$ cat config.mk
export PLATFORM = sky130hd
export DESIGN_NAME = updown_mod_counter
export DESIGN_NICKNAME = d
export VERILOG_FILES = /design/src/rtl/counter_pkg.sv /design/src/rtl/prescale_tick.sv /design/src/rtl/updown_mod_counter.sv
export SDC_FILE = /design/constraint.sdc
export NUM_CORES = 1
export LEC_CHECK = 0
export ABC_AREA = 1
export CAP_MARGIN = 25
export CORE_AREA = 10 10 47 49
export CTS_CLUSTER_DIAMETER = 150
export DETAILED_ROUTE_END_ITERATION = 10
export DIE_AREA = 0 0 57 59
export GPL_ROUTABILITY_DRIVEN = 0
export GPL_TIMING_DRIVEN = 0
export PLACE_DENSITY = 0.68
export SYNTH_ARGS = -nofsm -noshare
export SYNTH_HDL_FRONTEND = slang
export SYNTH_SLANG_ARGS = --single-unit
$ cat constraint.sdc
create_clock -name clk -period 1.3 [get_ports clk]
set_input_delay 0.325 -clock clk [delete_from_list [all_inputs] [get_ports clk]]
set_output_delay 0.325 -clock clk [all_outputs]
set_load 0.03 [all_outputs]
$ cat src/rtl/counter_pkg.sv
// Shared types and helpers for the up/down modulo counter family.
package counter_pkg;

  typedef enum logic {
    DIR_DOWN = 1'b0,
    DIR_UP   = 1'b1
  } count_dir_e;

  typedef enum logic {
    MODE_WRAP = 1'b0,
    MODE_SAT  = 1'b1
  } count_mode_e;

  // A 1-cycle prescaler still needs a 1-bit register to stay well-formed.
  function automatic int presc_w(input int prescale);
    return (prescale <= 1) ? 1 : $clog2(prescale);
  endfunction

endpackage

$ cat src/rtl/prescale_tick.sv
// Divides en-high cycles by PRESCALE and pulses tick on the last cycle of each period.
module prescale_tick
  import counter_pkg::*;
#(
  parameter int PRESCALE = 1
) (
  input  logic clk,
  input  logic rst_n,
  input  logic en,
  input  logic sync_clr,
  output logic tick
);

  localparam int PW = presc_w(PRESCALE);
  localparam logic [PW-1:0] LAST = PW'(PRESCALE - 1);

  logic [PW-1:0] cnt;

  assign tick = en && (cnt == LAST);

  always_ff @(posedge clk) begin
    if (!rst_n || sync_clr) begin
      cnt <= '0;
    end else if (en) begin
      cnt <= tick ? '0 : cnt + 1'b1;
    end
  end

endmodule

$ cat src/rtl/updown_mod_counter.sv
// Parametrised up/down modulo counter with load, clear, wrap/saturate and terminal-count pulse.
// Optional prescaler is built when COUNTER_PRESCALE_EN is defined.
module updown_mod_counter
  import counter_pkg::*;
#(
  parameter int WIDTH    = 4,
  parameter int MAX_VAL  = 2**WIDTH - 1,
  parameter int PRESCALE = 1
) (
  input  logic             clk,
  input  logic             rst_n,
  input  logic             en,
  input  logic             up,
  input  logic             sat,
  input  logic             clr,
  input  logic             load,
  input  logic [WIDTH-1:0] load_val,
  output logic [WIDTH-1:0] q,
  output logic             tc,
  output logic             at_max,
  output logic             at_min
);

  localparam logic [WIDTH-1:0] MAX_Q = WIDTH'(MAX_VAL);

  if (MAX_VAL < 1 || MAX_VAL > 2**WIDTH - 1) begin : g_bad_max
    $error("updown_mod_counter: MAX_VAL out of range");
  end
  if (PRESCALE < 1) begin : g_bad_presc
    $error("updown_mod_counter: PRESCALE must be >= 1");
  end

  logic step_ok;

`ifdef COUNTER_PRESCALE_EN
  prescale_tick #(
    .PRESCALE (PRESCALE)
  ) u_prescale (
    .clk      (clk),
    .rst_n    (rst_n),
    .en       (en),
    .sync_clr (clr | load),
    .tick     (step_ok)
  );
`else
  assign step_ok = en;
`endif

  function automatic logic at_bound(input logic [WIDTH-1:0] cur, input count_dir_e dir);
    return (dir == DIR_UP) ? (cur == MAX_Q) : (cur == '0);
  endfunction

  // Boundary compares come first so the arithmetic never leaves 0..MAX_VAL.
  function automatic logic [WIDTH-1:0] next_count(input logic [WIDTH-1:0] cur,
                                                  input count_dir_e dir,
                                                  input count_mode_e mode);
    if (at_bound(cur, dir)) begin
      if (mode == MODE_SAT) return cur;
      return (dir == DIR_UP) ? '0 : MAX_Q;
    end
    return (dir == DIR_UP) ? cur + 1'b1 : cur - 1'b1;
  endfunction

  function automatic logic [WIDTH-1:0] clamp_load(input logic [WIDTH-1:0] v);
    return (v > MAX_Q) ? MAX_Q : v;
  endfunction

  count_dir_e  dir;
  count_mode_e mode;

  assign dir  = count_dir_e'(up);
  assign mode = count_mode_e'(sat);

  always_ff @(posedge clk) begin
    if (!rst_n) begin
      q  <= '0;
      tc <= 1'b0;
    end else if (clr) begin
      q  <= '0;
      tc <= 1'b0;
    end else if (load) begin
      q  <= clamp_load(load_val);
      tc <= 1'b0;
    end else if (step_ok) begin
      q  <= next_count(q, dir, mode);
      tc <= at_bound(q, dir);
    end else begin
      tc <= 1'b0;
    end
  end

  assign at_max = (q == MAX_Q);
  assign at_min = (q == '0);

endmodule

Yosys cells after proc, flatten, opt, wreduce, memory -nomap -nowiden
Cells that the tools add are included.
{ "totals": {"ff_bits": 5, "inputBits": 11, "wordCells": 34} }
{ "classes": {"reduce_logical": 5, "muxes": 20, "eq_ne": 2, "order_cmp": 1, "n_bitwise": 2, "add_sub_neg": 2} }
{ "ops": {"columns": ["operator", "n"], "rows": [
  ["$mux 4", 8],
  ["$mux 1", 12],
  ["$ne 5x5->1 const B", 1],
  ["$add 4x1->4 const B", 1],
  ["$eq 4x4->1 const B", 1],
  ["$gt 4x4->1 const B", 1],
  ["$logic_not 4->1", 1],
  ["$reduce_or 4->1", 1],
  ["$sub 4x1->4 const B", 1],
  ["$not 1->1", 2],
  ["$reduce_and 2->1", 1],
  ["$reduce_bool 2->1", 1],
  ["$reduce_or 2->1", 1]
]} }

Longest topological paths before layout
{ "logic_depth": {"word_depth": 12, "ltp_mapped": 9, "depth_no_buf": 9} }

Worst setup path after synthesis
Ideal clock, no wire load.
{ "synth_path": {"kind": "reg-to-output", "start": "register q[0]", "end": "output port at_min", "arrival_ps": 1503, "stages_incl_launch_ff": 2, "setup_slack_ps": -528, "path_cell_list": "dfxtp_1 -> nor4_1"} }
{ "synth_between": {"elab_chain_len": 1} }
{ "synth_rtl": {"columns": ["item", "line", "text"], "rows": [
  ["start: declaration", "updown_mod_counter.sv:18", "output logic [WIDTH-1:0] q,"],
  ["start signal: assignment", "updown_mod_counter.sv:82", "q <= clamp_load(load_val);"],
  ["start signal: assignment", "updown_mod_counter.sv:85", "q <= next_count(q, dir, mode);"],
  ["$logic_not 4->1", "updown_mod_counter.sv:93", "assign at_min = (q == '0);"],
  ["end: declaration", "updown_mod_counter.sv:21", "output logic at_min"]
]} }
No other way between the ends.

Worst setup path after layout
{ "layout_path": {"start": "register q[2]", "end": "output port at_min"} }
Same word-level chain as after synthesis.

==> flow_metrics.env <==
export IMPL_clk_pin_slew_ns=0.04
export IMPL_antenna_cells=0
export IMPL_yosys_cell_types_count=20
export IMPL_viasPerCell=4.49
export IMPL_start_kind="flop"
export IMPL_maxCapViolCount=0
export IMPL_die_w_um=57
export IMPL_port_buffers=17
export IMPL_yosys_warnings=0
export IMPL_ant_nets=0
export IMPL_syn_inst=69
export IMPL_worst_path_buf_inv=1
export IMPL_htreeDepth=1
export IMPL_yosysTopAreaCellShare_pct=21.7
export IMPL_peakVddDrop_v=0.000690
export IMPL_drt_initial_drc_count=6
export IMPL_crit_fanout=6
export IMPL_clk_latency_ns=0.24
export IMPL_reg2regPathDepth=6
export IMPL_p_sw_share_pct=33.5
export IMPL_rsz0062_at_grt="yes"
export IMPL_syn_to_final_growth_pct=60.4
export IMPL_hold_path_startpoint="up"
export IMPL_crit_slowest_cell="dfxtp_4"
export IMPL_grt_usage_pct=7.32
export IMPL_worst_slack_ns=-0.0920
export IMPL_worst_slew_pin_slew_ns=0.304
export IMPL_p_int_uw=372
export IMPL_dp_cells=102
export IMPL_synth_area_leaders="dfxtp_1 22%, nor2_1 14%, nand2_1 11%, nand2_4 9.8%, inv_1 6.5%"
export IMPL_synthArstFlopShare_pct=0
export IMPL_antenna_found_initial=0
export IMPL_synth_nets=83
export IMPL_powerDensity_nw_per_um2=754
export IMPL_hold_class="in -> reg"
export IMPL_pwr_share_clk_pct=32.3
export IMPL_rows=14
export IMPL_coreArea_um2=1400
export IMPL_synth_area_per_cell_um2=6.69
export IMPL_max_freq_mhz=718
export IMPL_die_area_um2=3360
export IMPL_switchingPower_uw=187
export IMPL_pin_count=18
export IMPL_cpLargestDelayFamily="flip-flops"
export IMPL_drc=0
export IMPL_drtPass1Iterations=2
export IMPL_finalSetupViolCount=1
export IMPL_fin_nets=108
export IMPL_hold_depth=3
export IMPL_grt_pass1_wl_um=2070
export IMPL_yosysSeqAreaShare_pct=21.7
export IMPL_violations="negative setup slack"
export IMPL_synth_ff_type="dfxtp_1"
export IMPL_cts_sinks=5
export IMPL_first_global_vias=521
export IMPL_startpoint="q[2]"
export IMPL_synth_edf_count=0
export IMPL_cts_buffers=3
export IMPL_fin_util_pct=52.9
export IMPL_path_cells="nor4_2 > buf_4"
export IMPL_status="complete, but fails checks"
export IMPL_synth_most_common_cell="nor2_1"
export IMPL_die_y_um=59
export IMPL_r2r_start="q[0]"
export IMPL_fin_crit_sh_pct=107
export IMPL_grt_max_degree=8
export IMPL_cts_tree="done"
export IMPL_start_util_pct=32.9
export IMPL_holdPathEnd="tc"
export IMPL_gr_total_overflow=0
export IMPL_drive_gt1_share_pct=36.6
export IMPL_drt_total_wl_um=1180
export IMPL_hold_viol=0
export IMPL_end_kind="output pin"
export IMPL_slew_violations=0
export IMPL_comb_power_share_pct=36.3
export IMPL_fillers=155
export IMPL_clock_path_buffers=2
export IMPL_fin_crit_ns=1.39
export IMPL_worstSetupPathType="reg -> out"
export IMPL_synth_area_um2=462
export IMPL_yosysTopAreaCell="dfxtp_1"
export IMPL_leakagePower_nw=0.349
export IMPL_cp_data_arrival_time_ns=1.07
export IMPL_cpPeakStageDelay_ns=0.37
export IMPL_wl_per_cell_um=10.9
export IMPL_cp_required_ns=0.98
export IMPL_dr_total_vias=489
export IMPL_p_seq_share_pct=31.4
export IMPL_clockRootBuffer="clkbuf_4"
export IMPL_ys_ff_latch=5
export IMPL_relSlewSlack_pct=79.8
export IMPL_r2r_end="q[2]"
export IMPL_fin_worst_skew_ns=0.00379
export IMPL_synth_common_cells="17 x nor2_1, 14 x nand2_1, 8 x inv_1"
export IMPL_final_instance_count_excl_fill=109
export IMPL_r2r_setup_slack_ns=0.05
==> layer usage <==
layer	wire length, µm	vias to the layer above	GRT usage, %	share of wire, %
met3	70	0	3.00	5.9
met1	547	205	7.41	46
met4	0	0	2.01	0
met2	565	15	13.5	48
li1	-	269	-	-
met5	0	-	0	0
==> worst max-delay path by stage <==
stage,to,slack [ns],cells after the start
after detailed placement,q[1],-0.76,6
after global routing,at_min,-0.12,2
final,at_min,-0.09,2
after global placement,q[2],-0.74,8
after CTS,at_min,-0.09,2
after floorplan,at_min,-0.09,1
==> worst min-delay path, stage by stage <==
cell and delay (ns):
buf_2 0.15, nand2_4 0.11, a21oi_1 0.07
==> per-stage QoR <==
| step | setup WS, ns | area (µm²) | setup TNS, ns | power (mW) | hold WS (ns) |
|---|---|---|---|---|---|
| finish | -0.0920 | 741 | -0.0920 | 0.558 | 0.468 |
| global route | -0.121 | 741 | -0.195 | 0.597 | 0.488 |
| CTS | -0.0950 | 722 | -0.103 | 0.558 | 0.450 |
| detailed placement | -0.759 | 673 | -3.84 | 0.372 | 0.543 |
| global placement | -0.736 | 673 | -3.68 | 0.369 | 0.536 |
| floorplan | -0.0920 | 483 | -0.102 | 0.294 | 0.466 |
==> cell usage in the layout (no fill, tap or decap), drive strengths merged <==
master          n
dlygate4sd2     1
buf             7
o21ai           1
a21oi           4
xnor2           1
a21boi          1
nor4            1
nand4           1
ha              2
xor2            1
dfxtp           5
clkdlybuf4s15   3
or2             1
fa              1
inv             8
clkbuf          4
nand3           5
nor2           18
clkdlybuf4s50   9
nand2          19
==> layout make-up <==
| cell class | instances | area [µm²] | area share (%) |
|---|---|---|---|
| multi-input combinational | 56 | 363 | 49.0 |
| timing repair buffer | 20 | 184 | 24.8 |
| sequential | 5 | 115 | 15.5 |
| inverter | 8 | 32.5 | 4.39 |
| clock buffer | 4 | 26.3 | 3.55 |
| tap | 16 | 20.0 | 2.70 |
==> sequential cells by signal (all words and copies together), names as in the netlist <==
register and count:
tc 1, q 4
==> power groups by stage <==
stage / clock, mW / combinational (mW) / sequential (mW)
after global routing: 0.196 / 0.224 / 0.177
after CTS: 0.187 / 0.196 / 0.175
after global placement: 0 / 0.191 / 0.178
after detailed placement: 0 / 0.194 / 0.178
after floorplan: 0 / 0.105 / 0.189
final: 0.180 / 0.203 / 0.176
==> what timing repair did <==
action,4_1_cts,5_1_grt
pin swaps,2,0
setup endpoints to repair,11,6
gates cloned,0,0
hold buffers,0,0
resized for setup,34,7
buffers inserted,3,0
==> cells by family (layout without fill, tap and decap cells) <==
kind of cell / Yosys count / after routing / synth area share [%]
buf+inv: 8 / 32 / 6.50
xor+xnor: 2 / 2 / 3.79
compound gates: 6 / 6 / 7.86
fa+ha+maj: 3 / 3 / 9.76
simple gates: 45 / 45 / 50.4
flops: 5 / 5 / 21.7
Power figures use the tool's default switching activity.
==> variant (same settings) <==
Build with the macro `COUNTER_PRESCALE_EN` defined.
--- a/src/rtl/updown_mod_counter.sv
+++ b/src/rtl/updown_mod_counter.sv
@@ -1,4 +1,6 @@
 // Parametrised up/down modulo counter with load, clear, wrap/saturate and terminal-count pulse.
 // Optional prescaler is built when COUNTER_PRESCALE_EN is defined.
+`define COUNTER_PRESCALE_EN
+
 module updown_mod_counter
   import counter_pkg::*;
Behaviour: no difference found for any inputs over 10 cycles, from zero or initial values; that may be too few to reach the edited logic, so the function may still have changed.
==> variant against the original RTL <==
The flow still finishes with violations (negative setup slack); sequential cell count increased by 1; global-route usage rose by 1.4 points; highest routed layer is now met4; worst setup slack improved by 0.013 ns; area after synthesis grew 14%; critical path depth did not move; largest cell class unchanged; design area rose by 16%; routed wire length is 18% higher; power is 19% higher; register-to-register slack worse by 0.11 ns; largest power group unchanged; sequential share of layout area increased by 0.23 points.
==> variant: results (changes against the original RTL) <==
Post-Syn Instances 76 (+10%); biggest regs q (4), tc (1), u_prescale.cnt (1); status finished with violations; drt initial violations 3 (-3); LEAKAGE 0.391 nW (+12%); Reg-to-Reg Start q[1]; Non-clock buffers 23 (+15%); syn nets 90 (+8.4%); Sum Neg Setup Slack -0.234 ns (-0.142 ns); Layout clock area frac 0.0307 (-0.00482); worst-path maximum fanout 4 (-2); Clock Latency Late Sink 0.26 ns (+0.02 ns); vias 570 (+17%); RR Endpoint q[1]; Least-Margin Pin Slew 0.313 ns (+0.00935 ns); Seq/Total Area, Yosys 0.228 (+0.0112); TritonRoute pass-1 iters 4 (+2); worst vdd ir 0.664 mV (-3.8%); final hold slack 0.448 ns (-0.0205 ns); placed cell area 744 µm² (+11%); Arrival @ worst endpoint 1.05 ns (-0.02 ns); Placement Setup Slack -0.759 ns (+0.000172 ns); global-route wire length before repair 2360 µm (+14%); synth unique cells 24 (+20%); dpl hpwl 1050 µm; Synth Area in XOR/XNOR 0.0166 (-0.0213); crit path from q[3]; routed wire length 1390 µm (+18%); register area 135 µm² (+17%); GR Util All Layers 0.0870 (+0.0138); final worst slack -0.0787 ns (+0.0133 ns); Area contributors post-synth dfxtp_1 (23%), nand2_1 (16%), nand2_4 (8.6%); WHS Endpoint u_prescale.cnt; clk slew on worst S/H paths 0.06 ns (+0.02 ns); # setup viols final 4 (+3); Hold Crit Depth 2 (-1); clk_skew 0.000464 ns (-0.00332 ns); area growth from synthesis to layout 62.7%; HP Class reg2reg; top cells by count, synth nand2_1 (22), inv_1 (7), nor2_1 (7); failing checks negative setup slack; drt via density 4.79 (+6.8%); layout cells sized above 1 0.437 (+0.0713); Multi-input gate area 427 µm² (+18%); Fillers 140 (-9.7%); adder-cell share of the synthesized area 0.0855 (-0.0121); Worst R2R Setup Slack -0.06 ns (-0.11 ns); Inst Count DP 109 (+6.9%); largest net degree at the start of global routing 9 (+1)
==> variant: cell count changes after synthesis, moves of 2 or more <==
cell	change
nor2_2	+3
inv_2	+2
nand2_1	+8
nor2_1	-10
==> variant: critical path: stages (launching register included) <==
cell	delay [ns]
dfxtp_4	0.36
nor4_4	0.27
buf_6	0.16
==> variant: timing repair <==
| action | CTS | global route |
|---|---|---|
| endpoints found under the setup margin | 11 | 11 |
| gates resized for setup | 30 | 15 |
| pin swaps | 4 | 6 |
| setup buffers | 4 | 2 |
==> variant: per-layer routing <==
metal / wire length [µm] / share of wire / track usage
met1: 585 / 0.42 / 0.0845
met2: 668 / 0.48 / 0.147
met3: 120 / 0.086 / 0.0429
met4: 19 / 0.014 / 0.0503
met5: 0 / 0 / 0
==> variant: power breakdown <==
group          internal [mW]  switching [mW]  leakage (nW)
combinational          0.121           0.128         0.324
clock                  0.118          0.0910        0.0150
sequential             0.190          0.0180        0.0518
